===== config.mk =====
export PLATFORM = sky130hd
export DESIGN_NAME = pwm_capture
export DESIGN_NICKNAME = d
export VERILOG_FILES = /design/src/rtl/pwm_capture.sv
export SDC_FILE = /design/constraint.sdc
export NUM_CORES = 1
export LEC_CHECK = 0
export BUFFER_PORTS_ARGS = -buffer_cell sky130_fd_sc_hd__buf_2
export CAP_MARGIN = 10
export CORE_MARGIN = 4
export CORE_UTILIZATION = 30
export DETAILED_ROUTE_END_ITERATION = 16
export SLEW_MARGIN = 30
export SYNTH_ARGS = -nofsm -noshare
export SYNTH_HDL_FRONTEND = slang
export SYNTH_SLANG_ARGS = --single-unit

===== constraint.sdc =====
create_clock -name clk -period 3.91 [get_ports clk]
set_input_delay 0.782 -clock clk [delete_from_list [all_inputs] [get_ports clk]]
set_output_delay 0.782 -clock clk [all_outputs]
set_load 0.01 [all_outputs]

===== src/rtl/pwm_capture.sv =====
// pwm_capture
//   Measures high time and rising-to-rising period of an asynchronous PWM
//   input, in clk cycles (50 MHz: 50_000 = 1 ms, 1_000_000 = 20 ms).
//
// Parameters
//   TIMEOUT    : cycles without a qualifying rising edge before the signal
//                is declared lost (2..1_048_575).
//   FILTER_LEN : glitch-filter stability length in cycles (1..15), only
//                used when PWM_CAP_FILTER_EN is defined.
//
// Ports
//   clk         : 50 MHz clock
//   rst_n       : asynchronous active-low reset
//   pwm_in      : asynchronous PWM input
//   duty_meas   : high time of the last complete period
//   period_meas : period of the last complete period
//   meas_valid  : one-cycle pulse when duty_meas/period_meas update
//   sig_lost    : level, no valid period within TIMEOUT cycles
//
// Build option
//   PWM_CAP_FILTER_EN : inserts a FILTER_LEN-cycle glitch filter after the
//                       synchronizer. Undefined by default (no filter).

module pwm_capture #(
  parameter int unsigned TIMEOUT    = 1_000_000,
  parameter int unsigned FILTER_LEN = 4
) (
  input  logic        clk,
  input  logic        rst_n,
  input  logic        pwm_in,
  output logic [19:0] duty_meas,
  output logic [19:0] period_meas,
  output logic        meas_valid,
  output logic        sig_lost
);

  localparam logic [19:0] TIMEOUT_CNT = 20'(TIMEOUT);

  typedef enum logic [1:0] {
    IDLE,
    HIGH,
    LOW
  } state_t;

  state_t      state;
  logic [19:0] per_cnt;
  logic [19:0] high_cnt;

  // Synchronizer resets high so a pin already high at reset release does
  // not produce a spurious rising edge.
  logic sync_q1;
  logic sync_q2;

  always_ff @(posedge clk or negedge rst_n) begin
    if (!rst_n) begin
      sync_q1 <= 1'b1;
      sync_q2 <= 1'b1;
    end else begin
      sync_q1 <= pwm_in;
      sync_q2 <= sync_q1;
    end
  end

  logic level;

`ifdef PWM_CAP_FILTER_EN
  localparam logic [3:0] FILT_LAST = 4'(FILTER_LEN - 1);

  logic [3:0] filt_cnt;
  logic       filt_level;

  // The filtered level follows sync_q2 only after it has differed for
  // FILTER_LEN consecutive cycles; both edges are delayed equally, so
  // measured widths are unchanged for clean input.
  always_ff @(posedge clk or negedge rst_n) begin
    if (!rst_n) begin
      filt_level <= 1'b1;
      filt_cnt   <= '0;
    end else if (sync_q2 != filt_level) begin
      if (filt_cnt == FILT_LAST) begin
        filt_level <= sync_q2;
        filt_cnt   <= '0;
      end else begin
        filt_cnt <= filt_cnt + 4'd1;
      end
    end else begin
      filt_cnt <= '0;
    end
  end

  assign level = filt_level;
`else
  logic [31:0] unused_filter_len;
  assign unused_filter_len = FILTER_LEN;
  assign level = sync_q2;
`endif

  logic level_prev;

  always_ff @(posedge clk or negedge rst_n) begin
    if (!rst_n) begin
      level_prev <= 1'b1;
    end else begin
      level_prev <= level;
    end
  end

  logic rise;
  logic fall;
  logic timed_out;

  assign rise      = level & ~level_prev;
  assign fall      = ~level & level_prev;
  // per_cnt never exceeds TIMEOUT: reaching it forces the return to IDLE,
  // which also wins over a rising edge seen in the same cycle.
  assign timed_out = (per_cnt == TIMEOUT_CNT);

  always_ff @(posedge clk or negedge rst_n) begin
    if (!rst_n) begin
      state       <= IDLE;
      per_cnt     <= '0;
      high_cnt    <= '0;
      duty_meas   <= '0;
      period_meas <= '0;
      meas_valid  <= 1'b0;
      sig_lost    <= 1'b1;
    end else begin
      meas_valid <= 1'b0;
      case (state)
        IDLE: begin
          // First rise only starts timing; this partial period is dropped.
          if (rise) begin
            per_cnt  <= 20'd1;
            high_cnt <= 20'd1;
            state    <= HIGH;
          end
        end

        HIGH: begin
          if (timed_out) begin
            sig_lost <= 1'b1;
            per_cnt  <= '0;
            high_cnt <= '0;
            state    <= IDLE;
          end else begin
            per_cnt <= per_cnt + 20'd1;
            if (fall) begin
              state <= LOW;
            end else begin
              high_cnt <= high_cnt + 20'd1;
            end
          end
        end

        LOW: begin
          if (timed_out) begin
            sig_lost <= 1'b1;
            per_cnt  <= '0;
            high_cnt <= '0;
            state    <= IDLE;
          end else if (rise) begin
            period_meas <= per_cnt;
            duty_meas   <= high_cnt;
            meas_valid  <= 1'b1;
            sig_lost    <= 1'b0;
            per_cnt     <= 20'd1;
            high_cnt    <= 20'd1;
            state       <= HIGH;
          end else begin
            per_cnt <= per_cnt + 20'd1;
          end
        end

        default: begin
          per_cnt  <= '0;
          high_cnt <= '0;
          state    <= IDLE;
        end
      endcase
    end
  end

endmodule


Word-level counts from Yosys, hierarchy flattened --
Cells that the tools add are included.
Operators by class: add/sub/neg operators 2, equality and inequality tests 8, muxes and demuxes 22, bitwise operators 5, reduce and logical (&&, ||, !) cells 4
Operators with widths (count):
- 20-bit two-way mux | 8
- 20-bit case mux with 3 select lines | 2
- 20-bit by 1-bit adder with 20-bit output, second input constant | 2
- 20-bit == test, second input constant | 1
- 3-bit != test, second input constant | 3
- 2-bit two-way mux | 4
- 1-bit two-way mux | 6
- 2-bit case mux with 3 select lines | 1
- 3-bit AND reduction | 2
- 2-bit != test, second input constant | 2
- 1-bit NOT | 3
- 1-bit bitwise AND | 2
- 2-bit by 1-bit == test with 1-bit output, second input constant | 1
- 2-bit == test, second input constant | 1
- 2-bit zero test | 1
- 1-bit case mux with 2 select lines | 1
- 2-bit nonzero test | 1
Storage, ports and cells: register bits after elaboration 87, output and inout bits 42, word-level logic and storage cells 51

Depth between registers and ports, before layout --
Gate-level depths: netlist of run 1.
word-level depth 5, mapped depth 9, gate-level depth less buffers 7

Worst setup path after synthesis of run 1 --
Ideal clock, no wire load.
kind reg2reg, start register per_cnt[0], end register per_cnt[2], library setup time 119 ps, arrival time 2070 ps, required time 3791 ps, path slack 1721 ps, stages on the path, launching flop included 10, path buffers 2, period minus slack after synthesis 2189 ps, path through dfrtp_1 inv_1 ha_1 nor4bb_1 nand4_2 or2_0 buf_2 a211oi_4 buf_6 nor2_1
On the way: cells in the longest elaborated chain, start to end 4, elaborated cells on any way between the ends 6, classes of those cells add/sub (1); eq/ne (1); mux (4)
Ends and longest elaborated chain:
- from (decl) | RTL line 46 | logic [19:0] per_cnt;
- from (signal assigned) | RTL line 146 | per_cnt <= per_cnt + 20'd1;
- from (signal assigned) | RTL line 170 | per_cnt <= per_cnt + 20'd1;
- 20-bit by 1-bit adder with 20-bit output | RTL line 146, 170
- 20-bit two-way mux | RTL line 161 | end else if (rise) begin
- 20-bit two-way mux | RTL line 156 | if (timed_out) begin
- 20-bit case mux with 3 select lines * | RTL line 129 | case (state)
Every way passes the cells marked *; elsewhere a longest branch is shown, timed or not. A chain may end at the register's enable or synchronous reset.

Worst setup path in the final report of run 1 --
start register per_cnt[0], end register duty_meas[10]
On the way: cells in the longest elaborated chain, start to end 3
Ends and longest elaborated chain:
- 20-bit == test | RTL line 116 | assign timed_out = (per_cnt == TIMEOUT_CNT);
- 1-bit NOT (no source line)
- 3-bit AND reduction (no source line)
- to (signal assigned) | RTL line 163 | duty_meas <= high_cnt;
- to (decl) | RTL line 31 | output logic [19:0] duty_meas,
No other way between the ends.

==> summary.txt, run 1 <==
setup TNS - 0 ps
crit path capture type - register
Synth warnings - 0
Final Non-Filler Cells - 597
layout cell share with drive strength beyond 1 - 0.283
final hold violations - 0
#FFs+latches synth - 87
grt met3 use - 0.0397
WL/cell - 15.1 µm
M2 GR Usage - 0.171
Synth top area share - 0.505
Skew-Pair Late Insertion Delay - 350 ps
max frequency - 367 MHz
M1 GR Usage - 0.176
Slew headroom - 0.393
count of final max-slew check failures - 0
Die Ht - 125 µm
synth unique cells - 60
number of global-route vias before repair - 3,046
actual slew at the worst max-slew pin - 905 ps
VDD IR max - 0.255 mV
# setup viols final - 0
EDFF count, synth - 0
# resized after CTS - 0
Die Wd - 125 µm
cell taking the most area after synthesis - dfrtp_1
Post-CTS Repair Setup Buffers - 0
critical path class - register to register
DP Wirelength - 6330 µm
Syn Inst Count - 371
antenna cell count - 0
Placed Cells - 581
port bufs - 44
initial antenna violation count - 0
fin nets - 422
CP Launch Type - register
Iteration-0 DRC Markers - 173
vias per cell - 5.11
grt total ovfl - 0
num ports - 45
largest net degree at the start of global routing - 78
status - completed
Initial Util - 0.308
antenna-violating nets left - 0
crit path DAT - 2950 ps
Root Driver - clkbuf_16
filler cell count - 1,362
CORE AREA - 0.0133 mm²
Max-Cap Viols - 0
Post-synth top flop - dfrtp_1
clock-pin slew on the worst setup and hold paths - 60 ps
Most Crowded Layer GR - met1
Hold Path Class - register to register
TritonCTS Sinks - 87
Total Power - 0.00249 W
CTS tree - done
RSZ-0062 raised after global routing - false
CTS Buf Count - 9
CP max FO - 27
Net Count, Synth - 377
Syn Std Cell Area - 0.00411 mm²
clk_skew - 7.60 ps
first-pass GRT wire length - 15,700 µm
Seq/Total Area, Yosys - 0.531
synthesis-to-layout area growth - 17.3%
Post-Route WL - 9020 µm
critical path required time - 4140 ps
Total GRT Usage - 0.123
commonest non-fill, non-tap cell in the layout - dfrtp_1
# hold bufs at CTS - 0
Lkg Pwr - 2.31 nW
pwr/cell area - 517 mW/mm²
Vias - 3,053
RePlAce Congestion - 0.834
DR pass1 iterations - 5
Tmin final - 2720 ps
ys async rst share - 1.00
# DRC - 0
DIE AREA - 0.0156 mm²
commonest cells after routing, fill and taps aside - dfrtp_1, buf_2, mux2_2
Cell Rows - 42
Avg Inst Size Synth - 11.1 µm²
fin crit share - 0.696
H-tree depth - 3
synth top area cells - dfrtp_1, mux2_2, nor2_1
worst-case clock buffer depth - 2
[through the flow]
step                      setup WS [ps]   util  area (µm²)  hold WS [ps]
after floorplan                    1720      -        4110           345
after global placement              984  0.339        4520           348
after detailed placement            821  0.339        4520           347
after CTS                           838  0.361        4820           356
after global routing                912  0.362        4830           360
final                              1190  0.362        4830           356
[flip-flops by register name, indices dropped and copies added, names as in the netlist]
| name | flops |
|---|---|
| duty_meas | 20 |
| high_cnt | 20 |
| per_cnt | 20 |
| period_meas | 20 |
| state | 2 |
| level | 1 |
| level_prev | 1 |
| meas_valid | 1 |
| sig_lost | 1 |
| sync_q1 | 1 |
[routing by layer]
layer,part of all wire,wire (µm)
met5,0,0
met4,0.018,159
met3,0.058,522
met2,0.43,3880
met1,0.49,4460
[logic make-up (layout without fill, tap and decap cells)]
family	Yosys count	after routing	share of synthesized area
AND/OR/NAND/NOR	121	121	0.155
flip-flops	87	87	0.531
AO/OA/AOI/OAI	72	72	0.123
multiplexers	41	41	0.112
buffers and inverters	28	78	0.0301
XOR/XNOR	19	19	0.0405
adder cells (fa/ha/maj)	3	3	0.00913
[cells in the mapped netlist (3+ instances only)]
| library cell | n |
|---|---|
| buf_2 | 9 |
| a21oi_1 | 6 |
| clkbuf_1 | 4 |
| mux2_2 | 40 |
| o21a_1 | 3 |
| xnor2_1 | 5 |
| xor2_1 | 14 |
| nor3_1 | 9 |
| nand4_1 | 8 |
| a21o_1 | 3 |
| and3_1 | 8 |
| nand3_1 | 16 |
| o21ai_1 | 3 |
| a32o_1 | 3 |
| nand2b_1 | 3 |
| dfrtp_1 | 83 |
| inv_1 | 13 |
| a31oi_1 | 6 |
| nor2_1 | 34 |
| dfstp_2 | 4 |
| o21ai_0 | 21 |
| ha_1 | 3 |
| nand2_1 | 19 |
| nor4_1 | 7 |
[power by group]
group          switching (W)  total, W  internal [W]
logic               0.000372  0.000582      0.000209
registers           0.000107   0.00109      0.000981
clock network       0.000353  0.000824      0.000470
[area by class of cell]
type                       instances  area [µm²]  share of cell area
sequential                        87        2180               0.452
clock buffer                      11         253              0.0524
inverter                          13        48.8              0.0101
timing repair buffer              49         264              0.0547
clock inverter                     5        40.0             0.00830
multi-input combinational        256        1820               0.377
tap                              176         220              0.0456
[critical path: stages, from the launching register on]
cell	delay [ps]
dfrtp_1	430
inv_1	80
ha_1	190
nor4bb_1	140
nand4_2	190
o21ai_2	130
nor3_4	580
buf_4	470
mux2_2	380
[worst paths after layout]
path	start	endpoint	slack (ps)	cells after the start
worst min register to register	sync_q1	level	360	0
worst max-delay path	per_cnt[0]	duty_meas[10]	1190	8
worst min-delay path	sync_q1	level	360	0
max in group asynchronous	rst_n	high_cnt[4]	2850	2
min in group asynchronous	rst_n	duty_meas[14]	440	1
worst max register to register	per_cnt[0]	duty_meas[10]	1190	8
Power figures use the tool's default switching activity.
==> inputs of run 2 (changes only) <==
Settings changed: ABC_AREA set to 1.
Clock period 3.91 ns to 2.7 ns, I/O delays scaled along.
==> run 2 against run 1 <==
Clock power is 77% higher. Sequential share of layout area is 6.4 points lower. Worst setup slack worse by 520 ps. Die area is 17% higher. First-iteration DRC count is 120% higher. Maximum frequency is 34% higher. Area after synthesis is 18% higher. Hold slack worse by 210 ps. Non-clock buffer count is 4 higher. Clock-buffer cell count is 2 lower. Sequential power is 39% higher.
==> summary.txt, run 2 <==
status - completed
R2R depth - 9
setup TNS - 0 ps
# DRC - 0
Total Power - 0.00387 W
Tmin final - 2030 ps
Buf/Inv on CP - 2
Max-Cap Viols - 0
Synth top area share - 0.429
commonest non-fill, non-tap cell in the layout - nand2_1
Die Wd - 135 µm
TritonCTS Sinks - 87
critical path required time - 2920 ps
CP Launch Type - register
count of final max-slew check failures - 0
worst reg2reg startpoint - per_cnt[0]
critical-path cell list - inv_1 > ha_1 > nand3_1 > nor2_2 > nand3_4 > nand3_4 > buf_4 > nand2_1 > o21ai_0
antenna-violating nets left - 0
Initial Util - 0.306
CORE AREA - 0.0158 mm²
CTS tree - done
M1 GR Usage - 0.197
synth cell count leaders - nand2_1, dfrtp_1, inv_1, nand3_1, nor2_1
Total GRT Usage - 0.132
Avg Inst Size Synth - 7.63 µm²
EDFF count, synth - 0
initial antenna violation count - 0
capturing point of the worst reg2reg path - duty_meas[17]
area of the multi-input gates - 0.00225 mm²
antenna cell count - 0
Cell Rows - 46
actual slew at the worst max-slew pin - 556 ps
first-pass GRT wire length - 19,800 µm
grt met3 use - 0.0179
Critical Path Stages - 9
max frequency - 493 MHz
DR pass1 iterations - 5
CP max FO - 42
synth top area cells - dfrtp_1, nand2_1, nand3_1
Hold Path Class - input port to asynchronous set/reset pin
# resized after CTS - 0
critical path class - register to register
num ports - 45
Lkg Pwr - 2.68 nW
RePlAce Congestion - 0.900
CP max-delay cell - nand3_4
fin crit share - 0.751
VDD IR max - 0.253 mV
most common cell in the synthesized netlist - nand2_1
# setup viols final - 0
M2 GR Usage - 0.199
grt total ovfl - 0
Vias - 4,186
commonest cells after routing, fill and taps aside - nand2_1, dfrtp_1, inv_1, nor2_1, nand3_1
Post-CTS Repair Setup Buffers - 0
largest net degree at the start of global routing - 54
Skew-Pair Late Insertion Delay - 350 ps
Critical Path Source - per_cnt[0]
CTS Buf Count - 9
synth unique cells - 34
Die Ht - 135 µm
Most Crowded Layer GR - met2
Critical Path Max Stage Delay - 400 ps
Net Count, Synth - 641
port bufs - 44
layout cell share with drive strength beyond 1 - 0.178
worst-case clock buffer depth - 2
crit path DAT - 2250 ps
fin nets - 682
WL/cell - 13.1 µm
pwr/cell area - 689 mW/mm²
DP Wirelength - 8560 µm
Syn Inst Count - 635
#FFs+latches synth - 87
DIE AREA - 0.0182 mm²
Slew headroom - 0.629
clk_skew - 10.2 ps
Post-Route WL - 11,700 µm
crit path capture type - register
Synth warnings - 0
Root Driver - clkbuf_16
final hold violations - 0
number of global-route vias before repair - 3,921
R2R setup slack - 670 ps
cell taking the most area after synthesis - dfrtp_1
Worst setup endpoint - duty_meas[17]
synthesis-to-layout area growth - 16.0%
vias per cell - 4.67
clock-pin slew on the worst setup and hold paths - 70 ps
ys async rst share - 1.00
final core occ - 0.355
H-tree depth - 3
Post-synth top flop - dfrtp_1
Crit path max-delay family - simple AND/OR/NAND/NOR gates
Syn Std Cell Area - 0.00484 mm²
register area - 0.00218 mm²
Seq/Total Area, Yosys - 0.451
RSZ-0062 raised after global routing - false
Iteration-0 DRC Markers - 384
# hold bufs at CTS - 0
Crit path top cell by count - nand3_4
filler cell count - 1,641
-- run 2: cell types whose count changed after synthesis, sizes merged, moves of 5 or more --
cell,before,now
nand2,19,211
inv,13,65
nand3,16,65
mux2,40,0
nor2,34,66
nand4,9,32
o21ai,25,48
and3,8,0
buf,11,19
a31oi,6,1
nor3,9,14
nor4,7,2
xnor2,5,0
-- run 2: kinds of logic (layout without fill, tap and decap cells) --
logic type | Yosys count | count (layout) | share of synthesized area
and+or+nand+nor | 392 | 392 | 0.375
buffers and inverters | 89 | 135 | 0.0845
DFF | 87 | 87 | 0.451
AOI/OAI and AO/OA | 54 | 54 | 0.0638
xor gates and xnor gates | 10 | 10 | 0.0181
adders and majority gates | 3 | 3 | 0.00775
-- run 2: worst min path at each step --
stage          cells after the start  startpoint  slack (ps)            to
6_report                           1       rst_n         140    per_cnt[7]
5_1_grt                            1       rst_n         180    per_cnt[7]
4_1_cts                            1       rst_n         160    per_cnt[6]
3_5_place_dp                       0     sync_q1         350         level
3_3_place_gp                       0     sync_q1         350         level
2_1_floorplan                      0       rst_n         240  duty_meas[0]
-- run 2: area by class of cell --
cell class | count | share of cell area
Clock buffer | 9 | 0.0401
Clock inverter | 7 | 0.0223
Inverter | 66 | 0.0441
Multi-Input combinational cell | 459 | 0.401
Sequential cell | 87 | 0.388
Tap cell | 216 | 0.0481
Timing Repair Buffer | 53 | 0.0561
-- run 2: routing by layer --
| layer | vias to the layer above | routed length, µm |
|---|---|---|
| met1 | 1905 | 5830 |
| met4 | 0 | 221 |
| met2 | 117 | 5150 |
| li1 | 2144 | - |
| met3 | 20 | 548 |
| met5 | - | 0 |
-- run 2: report_power, final --
group          switching, W  internal, W  total [W]  leakage (nW)
registers          0.000107      0.00141    0.00151          1.19
logic              0.000639     0.000264   0.000903          1.32
clock network      0.000542     0.000916    0.00146         0.171
-- run 2: through the flow --
stage	worst slack, ps	hold WS [ps]	std cells	instance area, µm²
after floorplan	1090	244	635	4840
after global placement	710	347	881	5270
after detailed placement	656	349	881	5270
after CTS	637	164	897	5620
after global routing	477	185	897	5620
final	672	141	897	5620
==> inputs of run 3 (changes only) <==
Settings changed: ABC_AREA 1 to 0.
Clock period 2.7 ns to 2.1 ns, I/O delays scaled along.
==> run 3 against run 2 <==
Non-clock buffer count rose by 33. Cell area is 7.5% lower. Hold slack got worse by 35 ps. Combinational power increased by 59%. Via count is 24% lower. Worst setup slack got worse by 610 ps. Total power up 32%.
==> summary.txt, run 3 (synthesis gave the netlist of run 1 again) <==
# setup viols final - 0
H-tree depth - 3
Iteration-0 DRC Markers - 212
DIE AREA - 0.0156 mm²
critical path required time - 2320 ps
layout cell share with drive strength beyond 1 - 0.345
number of global-route vias before repair - 3,254
CTS tree - done
CTS Buf Count - 9
Post-Route WL - 9400 µm
Post-CTS Repair Setup Buffers - 0
R2R setup slack - 60 ps
antenna cell count - 0
Final WS setup - 64.5 ps
crit path DAT - 2250 ps
Critical Path Stages - 6
Comb power frac - 0.282
Critical Path Source - per_cnt[4]
actual slew at the worst max-slew pin - 615 ps
CP Launch Type - register
fin nets - 459
Slew headroom - 0.589
Tmin final - 2040 ps
Cell Rows - 42
VDD IR max - 0.499 mV
Worst setup endpoint - high_cnt[4]
# DRC - 0
Lkg Pwr - 2.53 nW
clock-pin slew on the worst setup and hold paths - 60 ps
# resized after CTS - 0
Die Ht - 125 µm
Max-Cap Viols - 0
DP Wirelength - 6890 µm
switching pwr - 0.00156 W
Total GRT Usage - 0.123
antenna-violating nets left - 0
Reg power frac - 0.383
status - completed
critical-path cell list - nor4b_2 > nand4_4 > o21ai_1 > buf_4 > o21ai_1 > a211o_1
Crit path max-delay family - compound AO/OA/AOI/OAI gates
largest net degree at the start of global routing - 88
Root Driver - clkbuf_16
Crit path top cell by count - o21ai_1
CP max FO - 8
Die Wd - 125 µm
crit path capture type - register
grt total ovfl - 0
commonest non-fill, non-tap cell in the layout - dfrtp_1
num ports - 45
RePlAce Congestion - 0.836
critical path class - register to register
Critical Path Max Stage Delay - 430 ps
TritonCTS Sinks - 87
first-pass GRT wire length - 16,100 µm
Buf/Inv on CP - 1
WL/cell - 14.8 µm
worst reg2reg startpoint - per_cnt[4]
clock share of power - 0.335
switching fraction of total power - 0.304
final core occ - 0.389
final hold violations - 0
synthesis-to-layout area growth - 26.4%
DP Worst Slack - 31.8 ps
max frequency - 491 MHz
fin crit share - 0.969
vias per cell - 5.01
commonest cells after routing, fill and taps aside - dfrtp_1, buf_2, mux2_2
port bufs - 44
# hold bufs at CTS - 0
clk_skew - 7.77 ps
R2R depth - 6
Initial Util - 0.308
internal cell power - 0.00356 W
pwr/cell area - 984 mW/mm²
Vias - 3,179
DR pass1 iterations - 4
CORE AREA - 0.0133 mm²
RSZ-0062 raised after global routing - true
capturing point of the worst reg2reg path - high_cnt[4]
worst-case clock buffer depth - 2
Skew-Pair Late Insertion Delay - 330 ps
filler cell count - 1,306
count of final max-slew check failures - 0
Hold Path Class - input port to asynchronous set/reset pin
CP max-delay cell - dfrtp_1
initial antenna violation count - 0
[run 3: changes by cell type in the layout (fill, tap and decap cells not counted), moves of 17 or more]
cell / delta
buf_4: +31
inv_1: -46
mux2_2: +40
nand2_1: -178
nand3_1: -43
nand4_1: -24
nor2_1: -25
o21ai_0: -17
[run 3: worst min-delay path by stage]
stage,from,end,cells after the start
global route,rst_n,duty_meas[5],2
finish,rst_n,duty_meas[6],2
floorplan,rst_n,duty_meas[0],0
detailed placement,sync_q1,level,0
CTS,rst_n,duty_meas[6],2
global placement,sync_q1,level,0
[run 3: area by class of cell]
type                            count  area [µm²]  share of cell area
Clock buffer                       13         260              0.0501
Clock inverter                      3        65.1              0.0125
Inverter                           13        48.8             0.00939
Multi-Input combinational cell    256        1840               0.355
Sequential cell                    87        2180               0.420
Tap cell                          176         220              0.0424
Timing Repair Buffer               86         579               0.111
[run 3: stage by stage]
| stage | power (W) | area, µm² | hold slack (ps) | cells | TNS (ps) |
|---|---|---|---|---|---|
| CTS | 0.00515 | 5180 | 143 | 634 | 0 |
| finish | 0.00511 | 5200 | 106 | 634 | 0 |
| detailed placement | 0.00342 | 4850 | 347 | 618 | 0 |
| global route | 0.00539 | 5200 | 162 | 634 | -658 |
| global placement | 0.00338 | 4850 | 347 | 618 | 0 |
| floorplan | 0.00279 | 4130 | 124 | 371 | 0 |
[run 3: power groups by stage]
stage / Sequential, W / Clock [W] / Combinational [W]
6_report: 0.00196 / 0.00171 / 0.00144
3_5_place_dp: 0.00199 / 0 / 0.00144
5_1_grt: 0.00198 / 0.00182 / 0.00159
3_3_place_gp: 0.00198 / 0 / 0.00141
4_1_cts: 0.00196 / 0.00175 / 0.00144
2_1_floorplan: 0.00200 / 0 / 0.000796
[run 3: layer usage]
layer | global-route usage | vias to the layer above | wire [µm]
met5 | 0 | - | 0
met4 | 0.0548 | 0 | 246
met3 | 0.0320 | 23 | 427
met2 | 0.183 | 81 | 4140
met1 | 0.169 | 1546 | 4590
li1 | - | 1529 | -
